==> config.mk <==
export PLATFORM = sky130hd
export DESIGN_NAME = led_seq
export DESIGN_NICKNAME = d
export VERILOG_FILES = /design/src/rtl/led_seq.sv
export SDC_FILE = /design/constraint.sdc
export NUM_CORES = 1
export LEC_CHECK = 0
export ABC_AREA = 0
export ABC_CLOCK_PERIOD_IN_PS = 4650
export BUFFER_PORTS_ARGS = -buffer_cell sky130_fd_sc_hd__buf_2
export CAP_MARGIN = 10
export CORE_ASPECT_RATIO = 1.5
export CORE_UTILIZATION = 50
export CTS_BUF_LIST = sky130_fd_sc_hd__clkbuf_16
export DETAILED_ROUTE_END_ITERATION = 16
export PLACE_DENSITY = 0.71
export SYNTH_ARGS = -nofsm -noshare
export SYNTH_HDL_FRONTEND = slang
export SYNTH_SLANG_ARGS = --single-unit
==> constraint.sdc <==
create_clock -name clk -period 4.65 [get_ports clk]
set_input_delay 0.2325 -clock clk [delete_from_list [all_inputs] [get_ports clk]]
set_output_delay 0.2325 -clock clk [all_outputs]
set_load 0.01 [all_outputs]
==> src/rtl/led_seq.sv <==
// LED pattern sequencer: walk-left, walk-right, bounce and binary count,
// advanced by a prescaled tick while running or by a manual step while paused.
//
// Bounce direction state:
//   state    | meaning
//   DIR_UP   | lit bit moves toward MSB
//   DIR_DOWN | lit bit moves toward LSB
module led_seq #(
  parameter int N_LED    = 4,
  parameter int TICK_DIV = 50_000_000
) (
  input  logic             clk,
  input  logic             rst,
  input  logic             en,
  input  logic [1:0]       mode,
  input  logic             step_req,
  output logic [N_LED-1:0] led,
  output logic             step
);

  localparam int PW = (TICK_DIV > 1) ? $clog2(TICK_DIV) : 1;
  localparam logic [PW-1:0]    P_LAST = PW'(TICK_DIV - 1);
  localparam logic [PW-1:0]    P_ONE  = PW'(1);
  localparam logic [N_LED-1:0] L_ONE  = N_LED'(1);
  localparam logic [N_LED-1:0] L_MSB  = L_ONE << (N_LED - 1);

  localparam logic [1:0] MODE_WALK_L = 2'd0;
  localparam logic [1:0] MODE_WALK_R = 2'd1;
  localparam logic [1:0] MODE_BOUNCE = 2'd2;

  typedef enum logic {DIR_UP = 1'b0, DIR_DOWN = 1'b1} dir_t;

  logic [PW-1:0]    presc_q, presc_d;
  logic [N_LED-1:0] led_q, led_d;
  logic [1:0]       mode_q, mode_d;
  logic             step_q, step_d;
  dir_t             dir_q, dir_d;

  logic tick;
  logic advance;
  logic onehot;

  function automatic logic [N_LED-1:0] start_val(input logic [1:0] m);
    case (m)
      MODE_WALK_L: start_val = L_ONE;
      MODE_WALK_R: start_val = L_MSB;
      MODE_BOUNCE: start_val = L_ONE;
      default:     start_val = '0;
    endcase
  endfunction

  always_ff @(posedge clk) begin
    if (rst) begin
      presc_q <= '0;
      led_q   <= L_ONE;
      mode_q  <= MODE_WALK_L;
      step_q  <= 1'b0;
      dir_q   <= DIR_UP;
    end else begin
      presc_q <= presc_d;
      led_q   <= led_d;
      mode_q  <= mode_d;
      step_q  <= step_d;
      dir_q   <= dir_d;
    end
  end

  always_comb begin
    tick    = en && (presc_q == P_LAST);
    advance = tick || (step_req && !en);
    onehot  = (led_q != '0) && ((led_q & (led_q - L_ONE)) == '0);

    presc_d = presc_q;
    led_d   = led_q;
    mode_d  = mode_q;
    step_d  = 1'b0;
    dir_d   = dir_q;

    if (en) begin
      presc_d = tick ? '0 : presc_q + P_ONE;
    end

    // A mode change wins over a coincident advance and restarts the tick period.
    if (mode != mode_q) begin
      mode_d  = mode;
      led_d   = start_val(mode);
      dir_d   = DIR_UP;
      presc_d = '0;
    end else if (advance) begin
      step_d = 1'b1;
      case (mode_q)
        MODE_WALK_L: led_d = onehot ? {led_q[N_LED-2:0], led_q[N_LED-1]} : L_ONE;
        MODE_WALK_R: led_d = onehot ? {led_q[0], led_q[N_LED-1:1]} : L_MSB;
        MODE_BOUNCE: begin
          if (!onehot) begin
            led_d = L_ONE;
            dir_d = DIR_UP;
          end else if (dir_q == DIR_UP) begin
            if (led_q[N_LED-1]) begin
              led_d = led_q >> 1;
              dir_d = DIR_DOWN;
            end else begin
              led_d = led_q << 1;
            end
          end else begin
            if (led_q[0]) begin
              led_d = led_q << 1;
              dir_d = DIR_UP;
            end else begin
              led_d = led_q >> 1;
            end
          end
        end
        default: led_d = led_q + L_ONE;
      endcase
    end
  end

  assign led  = led_q;
  assign step = step_q;

endmodule

== After elaboration in Yosys (flattened, before gate mapping) ==
Cells that the tools add are included.
Operators by class
  bitwise gates (word level): 1
  reduce and logical (&&, ||, !) cells: 13
  div/mod/pow operators: 0
  order comparisons: 0
  add/subtract/negate cells: 3
  equality and inequality tests: 6
  shifts and indexed selects: 0
  mux-type cells: 16
  multipliers: 0
Operator list (number)
  $mux W4: 8
  $add A26 B1 Y26 const B: 1
  $eq A26 B26 Y1 const B: 1
  $mux W26: 1
  $pmux W4 S3: 1
  $pmux W4 S2: 1
  $mux W1: 5
  $add A4 B1 Y4 const B: 1
  $and A4 B4 Y4: 1
  $eq A2 B1 Y1 const B: 2
  $eq A2 B2 Y1 const B: 2
  $logic_not A2 Y1: 2
  $logic_not A4 Y1: 1
  $reduce_bool A4 Y1: 1
  $reduce_or A2 Y1: 2
  $sub A4 B1 Y4 const B: 1
  $logic_and A1 B1 Y1: 3
  $ne A2 B2 Y1: 1
  $reduce_and A2 Y1: 1
  $reduce_bool A2 Y1: 1
  $logic_not A1 Y1: 1
  $logic_or A1 B1 Y1: 1
Storage, ports and cells
  bits in writable memories: 0
  input bits: 6
  ROM bits: 0
  register bits: 34
  logic and storage cells: 44
  bits in latches: 0
  memories: 0

== Logic depth before layout (Yosys ltp) ==
Gate-level depths: netlist of run 1.
  word-level depth: 8
  gate-level depth with buffers: 8
  depth with buffers taken out: 7

== Worst setup path before layout of run 1 ==
Ideal clock, no wire load.
  path type: register to register
  start: reg led_q[0] (netlist: led[0])
  end: reg led_q[0] (netlist: led[0])
  slack: 2748 ps
  data arrival time: 1833 ps
  period minus slack after synthesis: 1902 ps
  path buffers: 1
  cell stages (with the launch flop): 9
  cells stage by stage: dfxtp_1 > buf_2 > inv_1 > ha_1 > xnor2_1 > a2bb2oi_2 > or4_1 > and3_1 > o21ai_1
On the way
  longest elaborated chain between the ends: 8
  elaborated cells between the ends (all ways): 14
  those cells by class: add/sub: 2; mux: 8; bitwise: 1; reduce/logical: 3
Ends and longest elaborated chain
  from (decl): RTL line 34  | logic [N_LED-1:0] led_q, led_d;
  from (signal assigned): RTL line 61  | led_q <= led_d;
  $sub A4 B1 Y4: RTL line 71  | onehot = (led_q != '0) && ((led_q & (led_q - L_ONE)) == '0);
  $and A4 B4 Y4: RTL line 71
  $logic_not A4 Y1: RTL line 71
  $logic_and A1 B1 Y1: RTL line 71
  $mux W4, on equally long branches: RTL line 95, 92, 93
  $pmux W4 S3 *: RTL line 91  | case (mode_q)
  $mux W4 *: RTL line 89  | end else if (advance) begin
  $mux W4 *: RTL line 84  | if (mode != mode_q) begin
Mark *: on every way between the ends. The rest lies on a longest branch, timed or not. The select of a mux whose other input is x is not followed.
A chain may end at the register's enable or synchronous reset.

== Final worst setup path of run 1 ==
  start: reg presc_q[10]
  end: reg presc_q[15]
On the way
  longest elaborated chain between the ends: 3
  elaborated cells between the ends (all ways): 4
  those cells by class: add/sub: 1; eq/ne: 1; mux: 1; reduce/logical: 1
Ends and longest elaborated chain
  from (decl): RTL line 33  | logic [PW-1:0] presc_q, presc_d;
  from (signal assigned): RTL line 60  | presc_q <= presc_d;
  parallel branches: the longest is 2 deep, another holds $add A26 B1 Y26
  $mux W26 *: RTL line 80  | presc_d = tick ? '0 : presc_q + P_ONE;
Mark *: on every way between the ends.

==> flow_summary_export.csv, run 1 <==
group,metric,value,unit
run,drv_cap,0,
floorplan,io_pins,11,
critical_path,cp.required,4.78,ns
run_status,status,"completed",
sta,tightest_slew,0.7832,ns
global_routing,track_usage,22.78,%
critical_path,crit_family,"simple AND/OR/NAND/NOR gates",
global_routing,antenna_found_initial,0,
layout,diodes,0,
synth,ys_dominant_reg_cell,"dfxtp_1",
cts,hold_buffers,0,
sta,drv_slew,0,
synth,ys_top_cells_by_area,"dfxtp_1 35%, xnor2_1 9.1%, nor2_1 6.4%",
cts,cts.htree.levels,2,
synth,yosysTopAreaCell,"dfxtp_1",
floorplan,coreArea,3682,um2
global_routing,grt_max_degree,24,
detailed_routing,routed_via_density,5.804,
detailed_routing,drc,0,
power_and_ir_drop,power_density,310.6,nW/um2
critical_path,cp_max_fo,23,
detailed_routing,wirelength,4150,um
synth,synthCells,236,
power_and_ir_drop,power,0.6560,mW
cts,cts_setup_buffers,0,
global_routing,overflow,0,
sta,max_freq,451.2,MHz
critical_path,criticalPathCategory,"flip-flop to flip-flop",
critical_path,cp-end-kind,"flip-flop",
place,gp_congestion,0.8302,
floorplan,die_h,78.06,um
layout,fin_nets,252,
place,portBuffers,10,
layout,drive_gt1_share,9.053,%
sta,period_minus_slack,2.216,ns
cts,cts-root-buf,"clkbuf_16",
cts,clkSinkCount,34,
floorplan,die-area,4114,um2
sta,fin_crit_sh,47.66,%
cts,clk_latency,0.28,ns
worst_hold_path,hp-class,"primary input to flip-flop",
synth,async_reset_ff_share,0,%
cts,cts_tree,"done",
cts,postCtsResizedCells,0,
layout,stdcell_count,286,
synth,synth_largest_type_area_fraction,35.30,%
sta,fin_worst_skew,0.004462,ns
synth,synth-seq-cells,34,
sta,rsz0062_at_grt,"no",
critical_path,slowest_stage,"nand2_1",
detailed_routing,avgRoutedWirePerCell,14.51,um
floorplan,start_util,52.36,%
power_and_ir_drop,p_leak,0.6674,nW
floorplan,rows,27,
cts,clock_path_buffers,2,
critical_path,crit_arrival,2.35,ns
global_routing,grt_pass1_wl,6934,um
critical_path,cp-start-kind,"flip-flop",
layout,fill_cells,346,
floorplan,die_w,52.71,um
sta,finalSetupTns,0,ns
sta,setup_viol,0,
synth,yosysWarnings,0,
critical_path,path_cells,"or4b_1 -> nor4_1 -> nand4_1 -> nand2_1 -> nor2_1",
synth,synth_nets,246,
detailed_routing,drtPass1Iterations,4,
critical_path,cp.buffers_inverters,0,
sta,slew_headroom,47.66,%
layout,syn_to_final_growth,9.539,%
critical_path,critPathMaxStageDelay,0.63,ns
detailed_routing,routed-via-count,1660,
power_and_ir_drop,ir_drop,309.4,uV
global_routing,grt_pass1_vias,1627,
synth,ys_seq_area_share,35.30,%
detailed_routing,drt_iter0_drc,27,
cts,cts-buffers-inserted,5,
cts,clkTransAtPathRegs,0.05,ns
synth,avgSynthCellArea,8.170,um2
place,place_hpwl,3035,um
sta,finalHoldViolCount,0,
synth,syn_area,1928,um2
critical_path,reg2reg_slack,2.43,ns
synth,ys_types,44,
detailed_routing,drtAntennaViolNets,0,
synth,synth_edf_count,0,
place,dp_cells,278,
[synthesized netlist by cell type, types with 2 or more instances]
library cell,count
nor3_1,9
ha_1,4
or4_1,3
a2111oi_0,2
a21oi_1,6
xor2_1,8
buf_2,7
clkbuf_1,3
nor2_1,33
inv_1,6
and3_1,3
nor2b_1,3
and4_1,5
dfxtp_1,34
nand3b_1,2
nand4_1,11
o22ai_1,3
nor4_1,9
nand2_1,21
o21ai_0,3
nand3_1,10
o31ai_1,3
and2_1,4
a31oi_1,3
xnor2_1,20
nand2b_1,3
[cell type report]
type / instances / area, um2 / area share [%]
Timing Repair Buffer: 10 / 50.05 / 2.370
Sequential cell: 34 / 680.7 / 32.23
Inverter: 6 / 22.52 / 1.066
Tap cell: 43 / 53.80 / 2.547
Clock buffer: 5 / 125.1 / 5.924
Clock inverter: 3 / 12.51 / 0.5924
Multi-Input combinational cell: 185 / 1167 / 55.27
[state kept, by name (all words and copies together), names as in the netlist]
register / flops
led: 4
presc_q: 26
step: 1
mode_q: 2
dir_q: 1
[per-layer routing]
| metal | global-route usage [%] | vias to the layer above | wire length, um |
|---|---|---|---|
| li1 | - | 854 | - |
| met1 | 21.35 | 780 | 1706 |
| met2 | 43.04 | 21 | 2282 |
| met3 | 4.845 | 5 | 78 |
| met4 | 12.11 | 0 | 83 |
| met5 | 0 | - | 0 |
[layout by cell type (no fill, tap or decap), types with 2 or more instances in the layout]
cell / synthesis / final
a21oi_1: 6 / 6
ha_1: 4 / 4
nand3b_1: 2 / 2
a31oi_1: 3 / 3
nand4_1: 11 / 11
nor2_1: 33 / 33
or4_1: 3 / 3
nor4_1: 9 / 9
nand2b_1: 3 / 3
clkbuf_16: 0 / 5
buf_2: 7 / 10
and4_1: 5 / 5
xor2_1: 8 / 8
dfxtp_1: 34 / 34
nor3_1: 9 / 9
nand3_1: 10 / 10
and3_1: 3 / 3
nand2_1: 21 / 21
o21ai_0: 3 / 3
nor2b_1: 3 / 3
a2111oi_0: 2 / 2
inv_1: 6 / 7
and2_1: 4 / 4
xnor2_1: 20 / 20
o31ai_1: 3 / 3
o22ai_1: 3 / 3
[cell families after synthesis]
family,after synthesis,synth area share [%]
AND/OR/NAND/NOR,123,33.94
flip-flops,34,35.30
AO/OA/AOI/OAI,28,10.19
XOR/XNOR,28,12.72
buffers and inverters,17,4.153
adder cells (fa/ha/maj),4,2.596
multiplexers,2,1.103
[through the flow]
step | worst slack (ns) | hold WS, ns | utilization, % | instance area [um2]
floorplan | 2.748 | 0.3041 | - | 1928
global placement | 2.469 | 0.4500 | 53.62 | 1974
detailed placement | 2.410 | 0.4524 | 53.62 | 1974
CTS | 2.374 | 0.1615 | 57.36 | 2112
global route | 2.254 | 0.1721 | 57.36 | 2112
finish | 2.434 | 0.1648 | 57.36 | 2112
[path summary, 6_finish.rpt]
kind | from | end | cells after the start
max | presc_q[10] | presc_q[15] | 5
min | rst | mode_q[1] | 2
max reg2reg | presc_q[10] | presc_q[15] | 5
min reg2reg | presc_q[25] | presc_q[25] | 2
[worst reg2reg max path: cells and delay by family, from the launching register on]
kind | cells | cell delay [ns]
AND/OR/NAND/NOR | 5 | 1.72
flip-flops | 1 | 0.35
[power by group]
part	internal, mW	switching [mW]	leakage (nW)
Combinational	0.0193	0.0260	0.320
Sequential	0.295	0.00951	0.275
Clock	0.193	0.113	0.0724
Note: power is estimated with default switching activity, not from simulation.
==> inputs of run 2 (changes only) <==
ABC_CLOCK_PERIOD_IN_PS = 2100   (was 4650)
clock period = 2.1 ns   (was 4.65 ns; I/O delays follow)
==> run 2 against run 1 <==
Against the previous run: total power grew 120%; setup slack worse by 2.2 ns; critical path type unchanged; count of clock-buffer cells in the layout unchanged; sequential share of layout area fell by 1.3 points.
==> flow_summary_export.csv, run 2 (synthesis gave the netlist of run 1 again) <==
group,metric,value,unit
place,gp_congestion,0.8576,
detailed_routing,drtPass1Iterations,4,
detailed_routing,routed-via-count,1722,
power_and_ir_drop,power,1.465,mW
power_and_ir_drop,p_switching,0.3370,mW
layout,top_register,"presc_q",
critical_path,crit_arrival,2.13,ns
place,dpl_cell_area,2069,um2
layout,syn_to_final_growth,14.02,%
critical_path,cp-end-kind,"flip-flop",
floorplan,coreArea,3682,um2
layout,largest_register_ffs,26,
floorplan,die-area,4114,um2
floorplan,rows,27,
sta,finalSetupTns,0,ns
power_and_ir_drop,intPower,1.128,mW
critical_path,rr_worst_depth,6,
detailed_routing,drt_iter0_drc,50,
sta,setup_viol,0,
critical_path,critPathMaxStageDelay,0.43,ns
place,portBuffers,10,
critical_path,criticalPathCategory,"flip-flop to flip-flop",
sta,rsz0062_at_grt,"no",
run,drv_cap,0,
power_and_ir_drop,p_comb_share,8.6,%
sta,period_minus_slack,1.910,ns
critical_path,cp-startpoint,"presc_q[0]",
run_status,status,"completed",
critical_path,path_cells,"ha_1 -> and4_1 -> nand4_1 -> o31a_1 -> nor4_1 -> a311o_1",
layout,layout_common_cells,"34 x dfxtp_1, 33 x nor2_1, 21 x nand2_1",
global_routing,antenna_found_initial,0,
cts,cts_setup_buffers,0,
power_and_ir_drop,power_density,666.6,nW/um2
power_and_ir_drop,pwr-share-clk,46.0,%
detailed_routing,drc,0,
layout,layout_commonest_cell,"dfxtp_1",
cts,clock_path_buffers,2,
critical_path,timing.rr.end,"led[3]",
critical_path,cp-start-kind,"flip-flop",
cts,cts-buffers-inserted,5,
critical_path,reg2reg_from,"presc_q[0]",
critical_path,cp_max_fo,11,
critical_path,crit_family,"simple AND/OR/NAND/NOR gates",
cts,cts.htree.levels,2,
global_routing,grt_pass1_wl,7231,um
sta,fin_worst_skew,0.006806,ns
sta,finalHoldViolCount,0,
cts,clk_latency,0.28,ns
detailed_routing,wirelength,4442,um
layout,diodes,0,
power_and_ir_drop,seq_power_share,45.4,%
critical_path,crit_end,"led[3]",
critical_path,reg2reg_slack,0.19,ns
sta,fin_crit_sh,90.95,%
global_routing,track_usage,23.92,%
sta,slew_headroom,72.54,%
critical_path,cp.buffers_inverters,0,
layout,fill_cells,342,
sta,max_freq,523.6,MHz
cts,cts_tree,"done",
sta,drv_slew,0,
detailed_routing,avgRoutedWirePerCell,15.06,um
layout,design_area,2198,um2
floorplan,start_util,52.36,%
power_and_ir_drop,p_sw_share,23.00,%
sta,tightest_slew,0.4114,ns
global_routing,overflow,0,
floorplan,die_h,78.06,um
cts,clkSinkCount,34,
critical_path,slowest_stage,"o31a_1",
detailed_routing,routed_via_density,5.837,
floorplan,die_w,52.71,um
cts,postCtsResizedCells,0,
layout,fin_nets,263,
cts,cts-root-buf,"clkbuf_16",
floorplan,io_pins,11,
cts,hold_buffers,0,
global_routing,grt_pass1_vias,1619,
power_and_ir_drop,ir_drop,616.3,uV
critical_path,cp.required,2.32,ns
detailed_routing,drtAntennaViolNets,0,
critical_path,cp.depth,6,
cts,clkTransAtPathRegs,0.05,ns
place,place_hpwl,3212,um
layout,drive_gt1_share,12.70,%
global_routing,grt_max_degree,24,
power_and_ir_drop,p_leak,0.7205,nW
worst_hold_path,hp-class,"primary input to flip-flop",
[run 2: metrics by stage]
step / cells / util [%] / hold slack, ns / setup WS [ns]
2_1_floorplan: 236 / - / 0.1766 / 0.1983
3_3_place_gp: 289 / 56.20 / 0.3217 / 0.2629
3_5_place_dp: 289 / 56.20 / 0.3234 / 0.2139
4_1_cts: 295 / 59.70 / 0.03712 / 0.2070
5_1_grt: 295 / 59.70 / 0.05210 / 0.06693
6_report: 295 / 59.70 / 0.04626 / 0.1900
[run 2: final cells by class]
type / count / area, um2 / share of cell area, %
clock buffer: 5 / 125.1 / 5.692
multi-input combinational: 185 / 1167 / 53.10
clock inverter: 1 / 3.754 / 0.1707
tap: 43 / 53.80 / 2.447
timing repair buffer: 21 / 145.1 / 6.602
sequential: 34 / 680.7 / 30.96
inverter: 6 / 22.52 / 1.024
[run 2: per-layer routing]
metal	up-vias	track usage, %	wire length [um]
met3	15	4.651	104
li1	876	-	-
met1	794	23.32	1793
met5	-	0	0
met4	0	14.21	145
met2	37	43.80	2398
[run 2: worst min-delay path by stage]
stage               startpoint        end  depth (start not counted)  slack (ns)
finish                     rst  mode_q[1]                          2        0.05
global route               rst  mode_q[1]                          2        0.05
CTS                        rst  mode_q[1]                          2        0.04
detailed placement         rst  mode_q[1]                          2        0.32
global placement           rst  mode_q[1]                          2        0.32
floorplan                  rst  mode_q[1]                          1        0.18
[run 2: power by group through the flow]
stage | registers (mW) | logic, mW | clock network [mW]
2_1_floorplan | 0.674 | 0.0877 | 0
3_3_place_gp | 0.679 | 0.124 | 0
3_5_place_dp | 0.678 | 0.124 | 0
4_1_cts | 0.665 | 0.125 | 0.682
5_1_grt | 0.666 | 0.138 | 0.699
6_report | 0.666 | 0.126 | 0.674
[run 2: worst register-to-register path, cell delays in order (launching register included)]
cell and delay, ns:
dfxtp_1 0.37, ha_1 0.18, and4_1 0.28, nand4_1 0.11, o31a_1 0.43, nor4_1 0.33
a311o_1 0.14
==> inputs of run 3 (changes only) <==
ABC_CLOCK_PERIOD_IN_PS = 2500   (was 2100)
MAX_ROUTING_LAYER = met4   (was unset)
clock period = 2.5 ns   (was 2.1 ns; I/O delays follow)
==> run 3 against run 2 <==
Against the previous run: design area fell by 3.1%; highest routed layer unchanged; largest power group is now sequential cells; critical path type unchanged; setup slack improved by 0.26 ns; non-clock buffer count fell by 8; largest cell class unchanged.
==> flow_summary_export.csv, run 3 (synthesis gave the netlist of run 1 again) <==
group,metric,value,unit
global_routing,antenna_found_initial,0,
power_and_ir_drop,p_switching,0.2765,mW
power_and_ir_drop,ir_drop,577.0,uV
sta,period_minus_slack,2.050,ns
place,gp_congestion,0.8408,
critical_path,criticalPathCategory,"flip-flop to flip-flop",
floorplan,die_w,52.71,um
power_and_ir_drop,power,1.220,mW
detailed_routing,drt_iter0_drc,54,
sta,finalHoldViolCount,0,
layout,layout_common_cells,"34 x dfxtp_1, 33 x nor2_1, 21 x nand2_1",
power_and_ir_drop,p_comb_share,7.6,%
global_routing,grt_pass1_vias,1633,
run_status,status,"completed",
cts,cts.htree.levels,2,
global_routing,grt_pass1_wl,7576,um
detailed_routing,drtAntennaViolNets,0,
detailed_routing,routed-via-count,1769,
sta,fin_crit_sh,82.00,%
critical_path,reg2reg_from,"led[0]",
sta,slew_headroom,67.44,%
critical_path,rr_worst_depth,7,
detailed_routing,wirelength,4409,um
critical_path,cp-start-kind,"flip-flop",
critical_path,crit_arrival,2.26,ns
layout,syn_to_final_growth,10.45,%
sta,drv_slew,0,
critical_path,timing.rr.end,"led[0]",
worst_hold_path,hp-start,"rst",
floorplan,coreArea,3682,um2
layout,largest_register_ffs,26,
place,place_hpwl,3124,um
cts,cts-root-buf,"clkbuf_16",
critical_path,reg2reg_slack,0.45,ns
cts,clk_latency,0.28,ns
layout,layout_commonest_cell,"dfxtp_1",
global_routing,overflow,0,
cts,postCtsResizedCells,0,
cts,clock_path_buffers,2,
floorplan,rows,27,
detailed_routing,routed_via_density,6.142,
sta,rsz0062_at_grt,"no",
cts,cts_tree,"done",
sta,max_freq,487.8,MHz
sta,fin_worst_skew,0.003496,ns
worst_hold_path,hp-class,"primary input to flip-flop",
run,drv_cap,0,
place,portBuffers,10,
detailed_routing,avgRoutedWirePerCell,15.31,um
global_routing,track_usage,25.20,%
floorplan,start_util,52.36,%
critical_path,cp.required,2.71,ns
layout,fin_nets,255,
layout,drive_gt1_share,9.796,%
layout,post-route-util,57.83,%
power_and_ir_drop,seq_power_share,46.2,%
layout,design_area,2130,um2
power_and_ir_drop,pwr-share-clk,46.2,%
cts,hold_buffers,0,
layout,top_register,"presc_q",
power_and_ir_drop,p_sw_share,22.66,%
layout,diodes,0,
critical_path,cp_max_fo,13,
floorplan,die_h,78.06,um
floorplan,io_pins,11,
power_and_ir_drop,intPower,0.9438,mW
detailed_routing,drc,0,
power_and_ir_drop,p_leak,0.6811,nW
worst_hold_path,hold_depth,2,
cts,clkSinkCount,34,
cts,clkTransAtPathRegs,0.05,ns
cts,cts-buffers-inserted,5,
cts,cts_setup_buffers,0,
place,dpl_cell_area,1997,um2
global_routing,grt_max_degree,24,
worst_hold_path,min_to,"mode_q[1]",
power_and_ir_drop,power_density,573.0,nW/um2
sta,finalSetupTns,0,ns
floorplan,die-area,4114,um2
detailed_routing,drtPass1Iterations,4,
critical_path,cp-end-kind,"flip-flop",
sta,setup_viol,0,
sta,tightest_slew,0.4877,ns
[run 3: changes by cell type in the layout (fill, tap and decap cells not counted)]
cell	before	now
buf_4	10	3
inv_1	6	8
buf_12	1	0
clkinv_1	1	0
[run 3: worst max-delay path by stage]
stage          startpoint      to  slack, ns  cells past startpoint
2_1_floorplan      led[0]  led[0]       0.60                      8
3_3_place_gp       led[0]  led[0]       0.52                      7
3_5_place_dp       led[0]  led[0]       0.47                      7
4_1_cts            led[0]  led[0]       0.45                      7
5_1_grt            led[0]  led[0]       0.28                      7
6_report           led[0]  led[0]       0.45                      7
[run 3: critical path, cell delays in order, from the launching register on]
cell	delay, ns
dfxtp_1	0.58
inv_1	0.13
ha_1	0.26
xnor2_1	0.23
a2bb2oi_2	0.14
or4_1	0.40
and3_1	0.15
o21ai_1	0.10
[run 3: metrics by stage]
step / hold slack (ns) / setup slack [ns] / instances
global route: 0.07863 / 0.2772 / 288
global placement: 0.3457 / 0.5228 / 281
detailed placement: 0.3490 / 0.4652 / 281
floorplan: 0.1966 / 0.5983 / 236
CTS: 0.06015 / 0.4543 / 288
finish: 0.06562 / 0.4501 / 288
[run 3: metal layers]
metal,vias up,share of wire [%],global-route usage [%]
li1,866,-,-
met1,850,39,25.90
met2,42,55,43.67
met3,11,2.6,5.814
met4,0,2.7,11.58
met5,-,0,-
[run 3: power groups by stage]
stage / combinational (mW) / sequential [mW] / clock [mW]
6_report: 0.0924 / 0.564 / 0.564
2_1_floorplan: 0.0737 / 0.566 / 0
3_3_place_gp: 0.0919 / 0.574 / 0
5_1_grt: 0.103 / 0.564 / 0.590
3_5_place_dp: 0.0924 / 0.574 / 0
4_1_cts: 0.0926 / 0.563 / 0.570
[run 3: final cells by class]
class / count / area [um2]
fill: 359 / 1553
multi-input combinational: 185 / 1167
sequential: 34 / 680.7
clock buffer: 5 / 125.1
timing repair buffer: 13 / 72.57
tap: 43 / 53.80
inverter: 6 / 22.52
clock inverter: 2 / 7.507
